`config.mk`:
```
export PLATFORM = sky130hd
export DESIGN_NAME = video_scanout
export DESIGN_NICKNAME = d
export VERILOG_FILES = /design/src/rtl/video_scanout.sv
export SDC_FILE = /design/constraint.sdc
export NUM_CORES = 1
export LEC_CHECK = 0
export ABC_AREA = 1
export CAP_MARGIN = 20
export CORE_UTILIZATION = 35
export DETAILED_ROUTE_END_ITERATION = 16
export PLACE_DENSITY = 0.7
export RECOVER_POWER = 25
export SYNTH_ARGS = -nofsm -noshare
export SYNTH_HDL_FRONTEND = slang
export SYNTH_SLANG_ARGS = --single-unit
```
`constraint.sdc`:
```
create_clock -name clk -period 3.2 [get_ports clk]
set_clock_uncertainty 0.2 [all_clocks]
set_input_delay 0.32 -clock clk [delete_from_list [all_inputs] [get_ports clk]]
set_output_delay 0.32 -clock clk [all_outputs]
set_load 0.01 [all_outputs]
```
`src/rtl/video_scanout.sv`:
```
`default_nettype none
// +----------------------------------------------------------------------------+
// | video_scanout: 640x480@60 timing, PPU row/frame handshakes, and a 3-stage |
// | row/palette read pipeline driving 2x-doubled RGB to the HDMI transmitter. |
// | Optional bar test pattern: define VIDEO_SCANOUT_TESTPAT_EN.                |
// | Revision: 1.0                                                              |
// +----------------------------------------------------------------------------+
module video_scanout #(
  parameter int H_ACTIVE = 640,
  parameter int H_FP     = 16,
  parameter int H_SYNC   = 96,
  parameter int H_BP     = 48,
  parameter int V_ACTIVE = 480,
  parameter int V_FP     = 10,
  parameter int V_SYNC   = 2,
  parameter int V_BP     = 33
) (
  input  logic        clk,
  input  logic        rst_n,
`ifdef VIDEO_SCANOUT_TESTPAT_EN
  input  logic        testpat,
`endif
  output logic [8:0]  rowram_rdaddr,
  input  logic [9:0]  rowram_rddata,
  output logic [8:0]  palram_rdaddr,
  input  logic [63:0] palram_rddata,
  output logic        rowram_swap,
  output logic        vblank_start,
  output logic        vblank_end,
  output logic [7:0]  vid_r,
  output logic [7:0]  vid_g,
  output logic [7:0]  vid_b,
  output logic        vid_hs,
  output logic        vid_vs,
  output logic        vid_de
);

  localparam logic [9:0] c_H_ACT        = 10'(H_ACTIVE);
  localparam logic [9:0] c_H_SYNC_START = 10'(H_ACTIVE + H_FP);
  localparam logic [9:0] c_H_SYNC_END   = 10'(H_ACTIVE + H_FP + H_SYNC);
  localparam logic [9:0] c_H_LAST       = 10'(H_ACTIVE + H_FP + H_SYNC + H_BP - 1);
  localparam logic [9:0] c_V_ACT        = 10'(V_ACTIVE);
  localparam logic [9:0] c_V_LAST_ACT   = 10'(V_ACTIVE - 1);
  localparam logic [9:0] c_V_LAST_SWAP  = 10'(V_ACTIVE - 3);
  localparam logic [9:0] c_V_SYNC_START = 10'(V_ACTIVE + V_FP);
  localparam logic [9:0] c_V_SYNC_END   = 10'(V_ACTIVE + V_FP + V_SYNC);
  localparam logic [9:0] c_V_END_LINE   = 10'(V_ACTIVE + V_FP + V_SYNC + V_BP - 2);
  localparam logic [9:0] c_V_LAST       = 10'(V_ACTIVE + V_FP + V_SYNC + V_BP - 1);

  logic [9:0]  r_hcount;
  logic [9:0]  r_vcount;
  logic        w_de_raw;
  logic        w_hs_raw;
  logic        w_vs_raw;
  logic        w_swap_line;
  logic [1:0]  r_de_d;
  logic [1:0]  r_hs_d;
  logic [1:0]  r_vs_d;
  logic        r_sel;
  logic [23:0] w_colour;
  logic        w_unused_pal;

  always_ff @(posedge clk or negedge rst_n) begin
    if (!rst_n) begin
      r_hcount <= '0;
      r_vcount <= c_V_ACT;
    end else if (r_hcount == c_H_LAST) begin
      r_hcount <= '0;
      r_vcount <= (r_vcount == c_V_LAST) ? '0 : r_vcount + 10'd1;
    end else begin
      r_hcount <= r_hcount + 10'd1;
    end
  end

  assign w_de_raw = (r_hcount < c_H_ACT) && (r_vcount < c_V_ACT);
  assign w_hs_raw = !((r_hcount >= c_H_SYNC_START) && (r_hcount < c_H_SYNC_END));
  assign w_vs_raw = !((r_vcount >= c_V_SYNC_START) && (r_vcount < c_V_SYNC_END));

  // Row 0 is presented on the last blank line; later rows swap on odd lines so
  // each buffer is shown for two lines. The final active line never swaps.
  assign w_swap_line = (r_vcount == c_V_LAST) ||
                       (r_vcount[0] && (r_vcount <= c_V_LAST_SWAP));

  always_ff @(posedge clk or negedge rst_n) begin
    if (!rst_n) begin
      vblank_start <= 1'b0;
      vblank_end   <= 1'b0;
      rowram_swap  <= 1'b0;
    end else begin
      vblank_start <= (r_hcount == c_H_ACT) && (r_vcount == c_V_LAST_ACT);
      vblank_end   <= (r_hcount == 10'd0) && (r_vcount == c_V_END_LINE);
      rowram_swap  <= (r_hcount == c_H_ACT) && w_swap_line;
    end
  end

  assign rowram_rdaddr = w_de_raw ? r_hcount[9:1] : 9'd0;
  assign palram_rdaddr = rowram_rddata[9:1];
  assign w_unused_pal  = ^{palram_rddata[63:56], palram_rddata[31:24]};

`ifdef VIDEO_SCANOUT_TESTPAT_EN
  logic [9:0] r_h_d1;
  logic [9:0] r_h_d2;
  logic [2:0] w_bar;

  always_ff @(posedge clk or negedge rst_n) begin
    if (!rst_n) begin
      r_h_d1 <= '0;
      r_h_d2 <= '0;
    end else begin
      r_h_d1 <= r_hcount;
      r_h_d2 <= r_h_d1;
    end
  end

  always_comb begin
    w_bar = 3'd7;
    for (int i = 6; i >= 0; i--) begin
      if (r_h_d2 < 10'((i + 1) * 80)) w_bar = 3'(i);
    end
  end

  // Bar order white..black maps each component to an inverted index bit.
  always_comb begin
    w_colour = r_sel ? palram_rddata[55:32] : palram_rddata[23:0];
    if (testpat) begin
      w_colour = {{8{~w_bar[1]}}, {8{~w_bar[2]}}, {8{~w_bar[0]}}};
    end
  end
`else
  assign w_colour = r_sel ? palram_rddata[55:32] : palram_rddata[23:0];
`endif

  always_ff @(posedge clk or negedge rst_n) begin
    if (!rst_n) begin
      r_sel  <= 1'b0;
      r_de_d <= 2'b00;
      r_hs_d <= 2'b11;
      r_vs_d <= 2'b11;
      vid_de <= 1'b0;
      vid_hs <= 1'b1;
      vid_vs <= 1'b1;
      vid_r  <= '0;
      vid_g  <= '0;
      vid_b  <= '0;
    end else begin
      r_sel  <= rowram_rddata[0];
      r_de_d <= {r_de_d[0], w_de_raw};
      r_hs_d <= {r_hs_d[0], w_hs_raw};
      r_vs_d <= {r_vs_d[0], w_vs_raw};
      vid_de <= r_de_d[1];
      vid_hs <= r_hs_d[1];
      vid_vs <= r_vs_d[1];
      if (r_de_d[1]) begin
        vid_r <= w_colour[23:16];
        vid_g <= w_colour[15:8];
        vid_b <= w_colour[7:0];
      end else begin
        vid_r <= '0;
        vid_g <= '0;
        vid_b <= '0;
      end
    end
  end

endmodule
`default_nettype wire

```
Yosys cells after proc, flatten, opt, wreduce, memory -nomap -nowiden
Cells that the tools add are included.
{ "classes": {"n_eq_ne": 5, "n_reduce_logical": 11, "n_addsub": 2, "magnitude_cmp": 7, "muxes": 7} }
{ "op_table": {"columns": ["op", "count"], "rows": [
  ["$eq 10x10->1 const B", 4],
  ["$mux 24", 1],
  ["$mux 8", 3],
  ["$add 10x1->10 const B", 2],
  ["$lt 10x10->1 const B", 2],
  ["$lt 10x9->1 const B", 2],
  ["$mux 10", 2],
  ["$eq 10x9->1 const B", 1],
  ["$ge 10x10->1 const B", 1],
  ["$ge 10x9->1 const B", 1],
  ["$le 10x9->1 const B", 1],
  ["$logic_not 10->1", 1],
  ["$mux 9", 1],
  ["$logic_and 1x1->1", 7],
  ["$logic_not 1->1", 2],
  ["$logic_or 1x1->1", 1]
]} }
{ "totals": {"ff_bits": 57, "word_cells": 47, "in_bits": 76} }

Logic depth before layout (Yosys ltp)
Gate-level depths: netlist of the first run.
{ "logic_depth": {"depth_word": 4, "mapped_depth": 9, "mapped_depth_nobuf": 8} }

Least setup slack after synthesis of the first run
No wires, ideal clock.
{ "synth_path": {"kind": "flip-flop to output port", "start": "reg r_vcount[5]", "end": "out rowram_rdaddr[0]", "required_time_ns": 2.680, "path_stages_with_launch": 7, "t_arrival_ns": 1.176, "n_path_buf": 1, "path_slack_ns": 1.504, "cell_sequence": "dfstp_2 > buf_2 > nand2_1 > nor2_1 > nor2_1 > nand3_2 > nor2_1"} }
{ "synth_via": {"elab_chain_cells": 3} }
{ "synth_rtl": {"columns": ["element", "line_no", "source"], "rows": [
  ["start: declaration", "51", "logic [9:0] r_vcount;"],
  ["start signal: assignment", "66", "r_vcount <= c_V_ACT;"],
  ["start signal: assignment", "69", "r_vcount <= (r_vcount == c_V_LAST) ? '0 : r_vcount + 10'd1;"],
  ["$lt 10x9->1", "75", "assign w_de_raw = (r_hcount < c_H_ACT) && (r_vcount < c_V_ACT);"],
  ["$logic_and 1x1->1", "75", null],
  ["$mux 9", "96", "assign rowram_rdaddr = w_de_raw ? r_hcount[9:1] : 9'd0;"],
  ["end: declaration", "23", "output logic [8:0] rowram_rdaddr,"]
]} }
Every way passes these cells.

Worst setup path in the final report of the first run
{ "layout_path": {"start": "reg r_vcount[6]", "end": "out rowram_rdaddr[5]"} }
Same word-level chain as after synthesis.

==> impl_metrics.json, run 1 <==
{
  "worstSetupPathType": "reg2out",
  "ctsResizeCount": 0,
  "min_to": "vid_vs",
  "synth_cell_type_count": 32,
  "yosys-top-cells-area": "dfrtp_1 (44%), nor2_1 (11%), dfstp_2 (9.8%)",
  "dp_hpwl_mm": 4.40,
  "ff2ff_path_depth": 7,
  "slew_headroom": 0.353,
  "die_w_um": 89.6,
  "max_freq_ghz": 0.374,
  "final.setup.tns_ns": 0,
  "core_um2": 7330,
  "wl_per_cell_um": 12.5,
  "numCtsBuffers": 9,
  "synth_fp_nets": 387,
  "fin_area_um2": 3820,
  "power.density_nw_per_um2": 426,
  "critPathMaxFanout": 10,
  "critPathBufInv": 1,
  "power.total_uw": 1630,
  "yosys.area.top_type": "dfrtp_1",
  "cts_sinks": 57,
  "hold_depth": 0,
  "dr.first_iter.drc_count": 97,
  "cts.htree.levels": 3,
  "cpLargestDelayFamily": "simple AND/OR/NAND/NOR gates",
  "synth-seq-cells": 57,
  "finalSetupViolCount": 0,
  "fp.dieArea_um2": 8030,
  "syn_area_um2": 2690,
  "dr.pass1.iters": 4,
  "cts_root_buffer": "clkbuf_8",
  "port_buffers": 89,
  "path_clk_slew_ns": 0.06,
  "fin_worst_hold_slack_ns": 0.154,
  "area_growth_pct": 42.5,
  "clockBufferDepth": 2,
  "hold_viol": 0,
  "syn-instance-count": 305,
  "intPower_uw": 1270,
  "switching_power_uw": 358,
  "yosysTopAreaCellShare": 0.438,
  "start_util": 0.366,
  "vias": 2300,
  "fin_nets": 474,
  "diodes": 0,
  "critPathLaunchType": "flop",
  "cp_cell_sequence": "nand2_1 > nor2_1 > nor2_1 > nand3_2 > nor2_1 > clkdlybuf4s50_1",
  "antenna_found_initial": 0,
  "p_comb_frac": 0.103,
  "fp.dieH_um": 89.6,
  "placed_area_um2": 3610,
  "slowest_stage": "dfstp_1",
  "outcome": "finished clean",
  "drc": 0,
  "p_leak_uw": 0.00165,
  "final.period_utilization": 0.835,
  "hold_path.class": "reg2reg",
  "grt_pass1_vias": 2172,
  "clockPowerShare": 0.436,
  "tightest_slew_ns": 0.971,
  "end_kind": "primary output",
  "max_cap_viol_count": 0,
  "ys_seq_area_frac": 0.536,
  "fp-row-count": 31,
  "final_cell_mix": "clkdlybuf4s50_1 (87), nor2_1 (79), dfrtp_1 (47), o21ai_0 (36), nand2_1 (30)",
  "arrival_ns": 2.15,
  "final_layout_size_suffix_gt1_frac": 0.106,
  "slew_violations": 0,
  "r2r-start": "r_hcount[0]",
  "grt_overflow_total": 0,
  "cp.required_ns": 2.68,
  "seqPwrFrac": 0.461,
  "io_pins": 124,
  "routed_wl_mm": 6.18,
  "period_minus_slack_ns": 2.67,
  "ir_drop_mv": 0.195,
  "timing.rr.end": "r_vcount[3]",
  "clk_latency_ns": 0.34,
  "grt_max_degree": 46,
  "netSwitchingFraction": 0.220,
  "cpPeakStageDelay_ns": 0.59,
  "cts_tree": "done",
  "rsz0062_at_grt": "false",
  "syn_area_per_cell_um2": 8.80,
  "final_common_cell": "clkdlybuf4s50_1",
  "min_from": "r_vs_d[1]",
  "grtUsageTotal": 0.166,
  "vias_per_cell": 4.64,
  "fin_util": 0.522,
  "grt_pass1_wl_mm": 9.91,
  "synth-warning-count": 0,
  "r2r_slack_ns": 1.25,
  "gp_congestion": 0.865,
  "crit_top_cell": "nor2_1",
  "ant_nets": 0
}
## metal layers
layer / GRT usage / part of all wire / vias to the layer above / routed length [um]
li1: - / - / 1143 / -
met1: 0.199 / 0.45 / 1063 / 2780
met2: 0.270 / 0.45 / 87 / 2750
met3: 0.0622 / 0.089 / 7 / 551
met4: 0.0678 / 0.015 / 0 / 90
met5: 0 / 0 / - / 0
## worst max-delay path by stage
stage,slack [ns],startpoint,cells after the start,end
6_report,0.53,r_vcount[6],6,rowram_rdaddr[5]
5_1_grt,0.38,r_vcount[6],6,rowram_rdaddr[5]
4_1_cts,0.55,r_vcount[6],6,rowram_rdaddr[5]
3_5_place_dp,0.94,r_vcount[6],6,rowram_rdaddr[5]
3_3_place_gp,0.94,r_vcount[6],6,rowram_rdaddr[8]
2_1_floorplan,1.50,r_vcount[5],6,rowram_rdaddr[0]
## synthesized netlist by cell type (all sizes together)
| cell type | instances |
|---|---|
| a21oi | 3 |
| a41oi | 1 |
| and2 | 1 |
| buf | 12 |
| clkbuf | 5 |
| clkinv | 1 |
| dfrtp | 47 |
| dfstp | 10 |
| ha | 6 |
| inv | 29 |
| nand2 | 32 |
| nand3 | 15 |
| nand4 | 9 |
| nor2 | 82 |
| nor3 | 6 |
| nor4 | 1 |
| o211ai | 1 |
| o21ai | 37 |
| or2 | 1 |
| xnor2 | 1 |
| xor2 | 5 |
## kinds of logic (layout without fill, tap and decap cells)
group           Yosys count  count (layout)  synth area share
compound gates           42              42            0.0820
xor+xnor                  6               6            0.0196
fa+ha+maj                 6               6            0.0280
buf+inv                  47             139            0.0848
flops                    57              57             0.536
simple gates            147             147             0.250
## cell type report
cell class	instances	area [um2]
Clock buffer	12	165
Tap cell	99	124
Inverter	30	118
Clock inverter	4	50.0
Timing Repair Buffer	93	918
Fill cell	659	3510
Sequential cell	57	1440
Multi-Input combinational cell	201	1010
## what timing repair did
action | in CTS | in global routing
hold buffers | 1 | 0
setup buffers | 0 | 0
endpoints found under the hold margin | 35 | 0
## through the flow
step | worst slack (ns) | cells
2_1_floorplan | 1.50 | 305
3_3_place_gp | 0.942 | 479
3_5_place_dp | 0.939 | 479
4_1_cts | 0.552 | 496
5_1_grt | 0.381 | 496
6_report | 0.529 | 496
## registers in the layout, summed over array words and instances (netlist names), 2 cells and up
name / flops
r_hcount: 10
r_hs_d: 2
r_vs_d: 2
r_de_d: 2
r_vcount: 10
vid_g: 8
vid_b: 8
vid_r: 8
## power groups by stage
stage / logic, uW / registers, uW / clock network (uW)
after floorplan: 39.2 / 777 / 0
after global placement: 168 / 763 / 0
after detailed placement: 170 / 764 / 0
after CTS: 171 / 751 / 730
after global routing: 187 / 752 / 764
final: 168 / 751 / 710
Note: power is estimated with default switching activity, not from simulation.
==> run 2, diff against run 1 <==
- PLACE_DENSITY: 0.7 -> 0.72
- clock period: 3.2 -> 2.3 ns (I/O delays scaled with it)
==> run 2 against run 1 <==
  * Via count is 3.5% higher
  * Core utilization rose by 1.5 points
  * Hold slack worse by 0.0081 ns
  * Sequential cell count stayed put
  * Clock power grew 62%
  * Combinational power increased by 38%
  * First-iteration DRC count is 2.1% lower
  * Total power rose by 49%
  * Register-to-register slack lost 0.72 ns
  * Critical path depth rose by 1
  * Non-clock buffer count rose by 4
  * Count of clock-buffer cells in the layout down 1
  * Critical path type unchanged
==> impl_metrics.json, run 2 (synthesized netlist as in run 1, its figures left out) <==
{
  "outcome": "finished clean",
  "critPathBufInv": 2,
  "final_cell_mix": "clkdlybuf4s50_1 (78), nor2_1 (76), dfrtp_1 (47), o21ai_0 (36), nand2_1 (29)",
  "antenna_found_initial": 0,
  "drc": 0,
  "cts_root_buffer": "clkbuf_8",
  "clk_latency_ns": 0.34,
  "period_minus_slack_ns": 2.19,
  "io_pins": 124,
  "slew_violations": 0,
  "ff2ff_path_depth": 7,
  "max_freq_ghz": 0.457,
  "routed_wl_mm": 6.68,
  "port_buffers": 89,
  "rsz0062_at_grt": "false",
  "placed_area_um2": 3620,
  "cts_sinks": 57,
  "final_common_cell": "clkdlybuf4s50_1",
  "max_cap_viol_count": 0,
  "crit_top_cell": "nor2_4",
  "fp.dieArea_um2": 8030,
  "critPathMaxFanout": 4,
  "timing.rr.end": "r_vcount[3]",
  "n_fill_cell": 643,
  "wl_per_cell_um": 13.4,
  "final.setup.tns_ns": 0,
  "final_layout_size_suffix_gt1_frac": 0.130,
  "dp_hpwl_mm": 4.61,
  "fin_nets": 478,
  "cpLargestDelayFamily": "flip-flops",
  "grtUsageTotal": 0.172,
  "reg_top3": "r_hcount (10), r_vcount (10)",
  "path_clk_slew_ns": 0.07,
  "slowest_stage": "dfstp_2",
  "dr.pass1.iters": 4,
  "cpPeakStageDelay_ns": 0.58,
  "vias": 2381,
  "final.period_utilization": 0.951,
  "min_to": "r_de_d[1]",
  "slew_headroom": 0.255,
  "hold_viol": 0,
  "r2r-start": "r_vcount[0]",
  "arrival_ns": 1.76,
  "hold_depth": 0,
  "start_util": 0.366,
  "fp.dieH_um": 89.6,
  "dr.first_iter.drc_count": 95,
  "power.density_nw_per_um2": 617,
  "numCtsBuffers": 9,
  "ir_drop_mv": 0.356,
  "grt_overflow_total": 0,
  "r2r_slack_ns": 0.53,
  "cp_cell_sequence": "nand2_2 > nor2_4 > nor2_4 > nand3_4 > buf_4 > nor2_1 > dlygate4sd2_1",
  "grt_max_degree": 40,
  "p_leak_uw": 0.00175,
  "cp.required_ns": 1.87,
  "power.total_uw": 2430,
  "end_kind": "primary output",
  "grt_pass1_wl_mm": 10.3,
  "ant_nets": 0,
  "core_um2": 7330,
  "critPathLaunchType": "flop",
  "grt_pass1_vias": 2208,
  "clockBufferDepth": 2,
  "die_w_um": 89.6,
  "gp_congestion": 0.860,
  "fin_area_um2": 3940,
  "vias_per_cell": 4.76,
  "worstSetupPathType": "reg2out",
  "diodes": 0,
  "cts_tree": "done",
  "fp-row-count": 31,
  "area_growth_pct": 46.6,
  "min_from": "r_de_d[0]",
  "tightest_slew_ns": 1.12,
  "finalSetupViolCount": 0,
  "hold_path.class": "reg2reg",
  "cts.htree.levels": 3
}
run 2: cell count changes in the layout (fill, tap and decap cells not counted), sizes merged:
cell and change:
clkinvlp -1, clkdlybuf4s50 -9, bufinv +2, dlymetal6s2s +2, buf +3, dlygate4sd2 +7
run 2: power breakdown:
group | switching (uW) | internal, uW | leakage [uW] | total, uW
Combinational | 84.6 | 147 | 0.000961 | 232
Clock | 398 | 748 | 0.000120 | 1150
Sequential | 15.4 | 1040 | 0.000665 | 1050
Total | 498 | 1930 | 0.00175 | 2430
run 2: worst max-delay path by stage:
| stage | from | end | slack, ns | cells past startpoint |
|---|---|---|---|---|
| finish | r_vcount[6] | rowram_rdaddr[1] | 0.11 | 7 |
| global placement | r_vcount[6] | rowram_rdaddr[8] | 0.21 | 6 |
| CTS | r_vcount[7] | rowram_rdaddr[7] | 0.05 | 6 |
| detailed placement | r_vcount[6] | rowram_rdaddr[1] | 0.20 | 6 |
| floorplan | r_vcount[5] | rowram_rdaddr[0] | 0.69 | 6 |
| global route | r_vcount[6] | rowram_rdaddr[1] | 0.02 | 7 |
run 2: repair_timing:
item	4_1_cts	5_1_grt
gates resized for setup	15	4
hold buffers	1	0
pin swaps	1	1
setup buffers	3	1
endpoints found under the setup margin	9	2
hold endpoints to repair	18	0
run 2: worst register-to-register path: stages, from the launching register on:
cell and delay (ns):
dfrtp_1 0.46, inv_1 0.19, ha_1 0.17, inv_1 0.04, nor2_1 0.14, nand4_2 0.21
nand4_1 0.15, o21ai_0 0.09
run 2: layout make-up:
class | instances | area [um2] | share of cell area
inverters | 30 | 118 | 0.0299
clock buffers | 11 | 141 | 0.0359
flip-flops and latches | 57 | 1440 | 0.366
repair buffers | 97 | 956 | 0.243
multi-input cells | 201 | 1050 | 0.268
clock inverters | 5 | 103 | 0.0261
well taps | 99 | 124 | 0.0315
run 2: metal layers:
metal / GRT usage / wire length, um
met1: 0.201 / 2840
met2: 0.291 / 3120
met5: 0 / 0
met3: 0.0713 / 626
met4: 0.0505 / 99
run 2: stage by stage:
step           hold slack, ns  cells  worst slack, ns  utilization
3_3_place_gp          0.00134    479            0.213        0.494
5_1_grt                 0.150    500           0.0204        0.537
4_1_cts                 0.124    499           0.0464        0.534
3_5_place_dp           0.0149    479            0.196        0.494
2_1_floorplan          -0.266    305            0.694            -
6_report                0.146    500            0.114        0.537
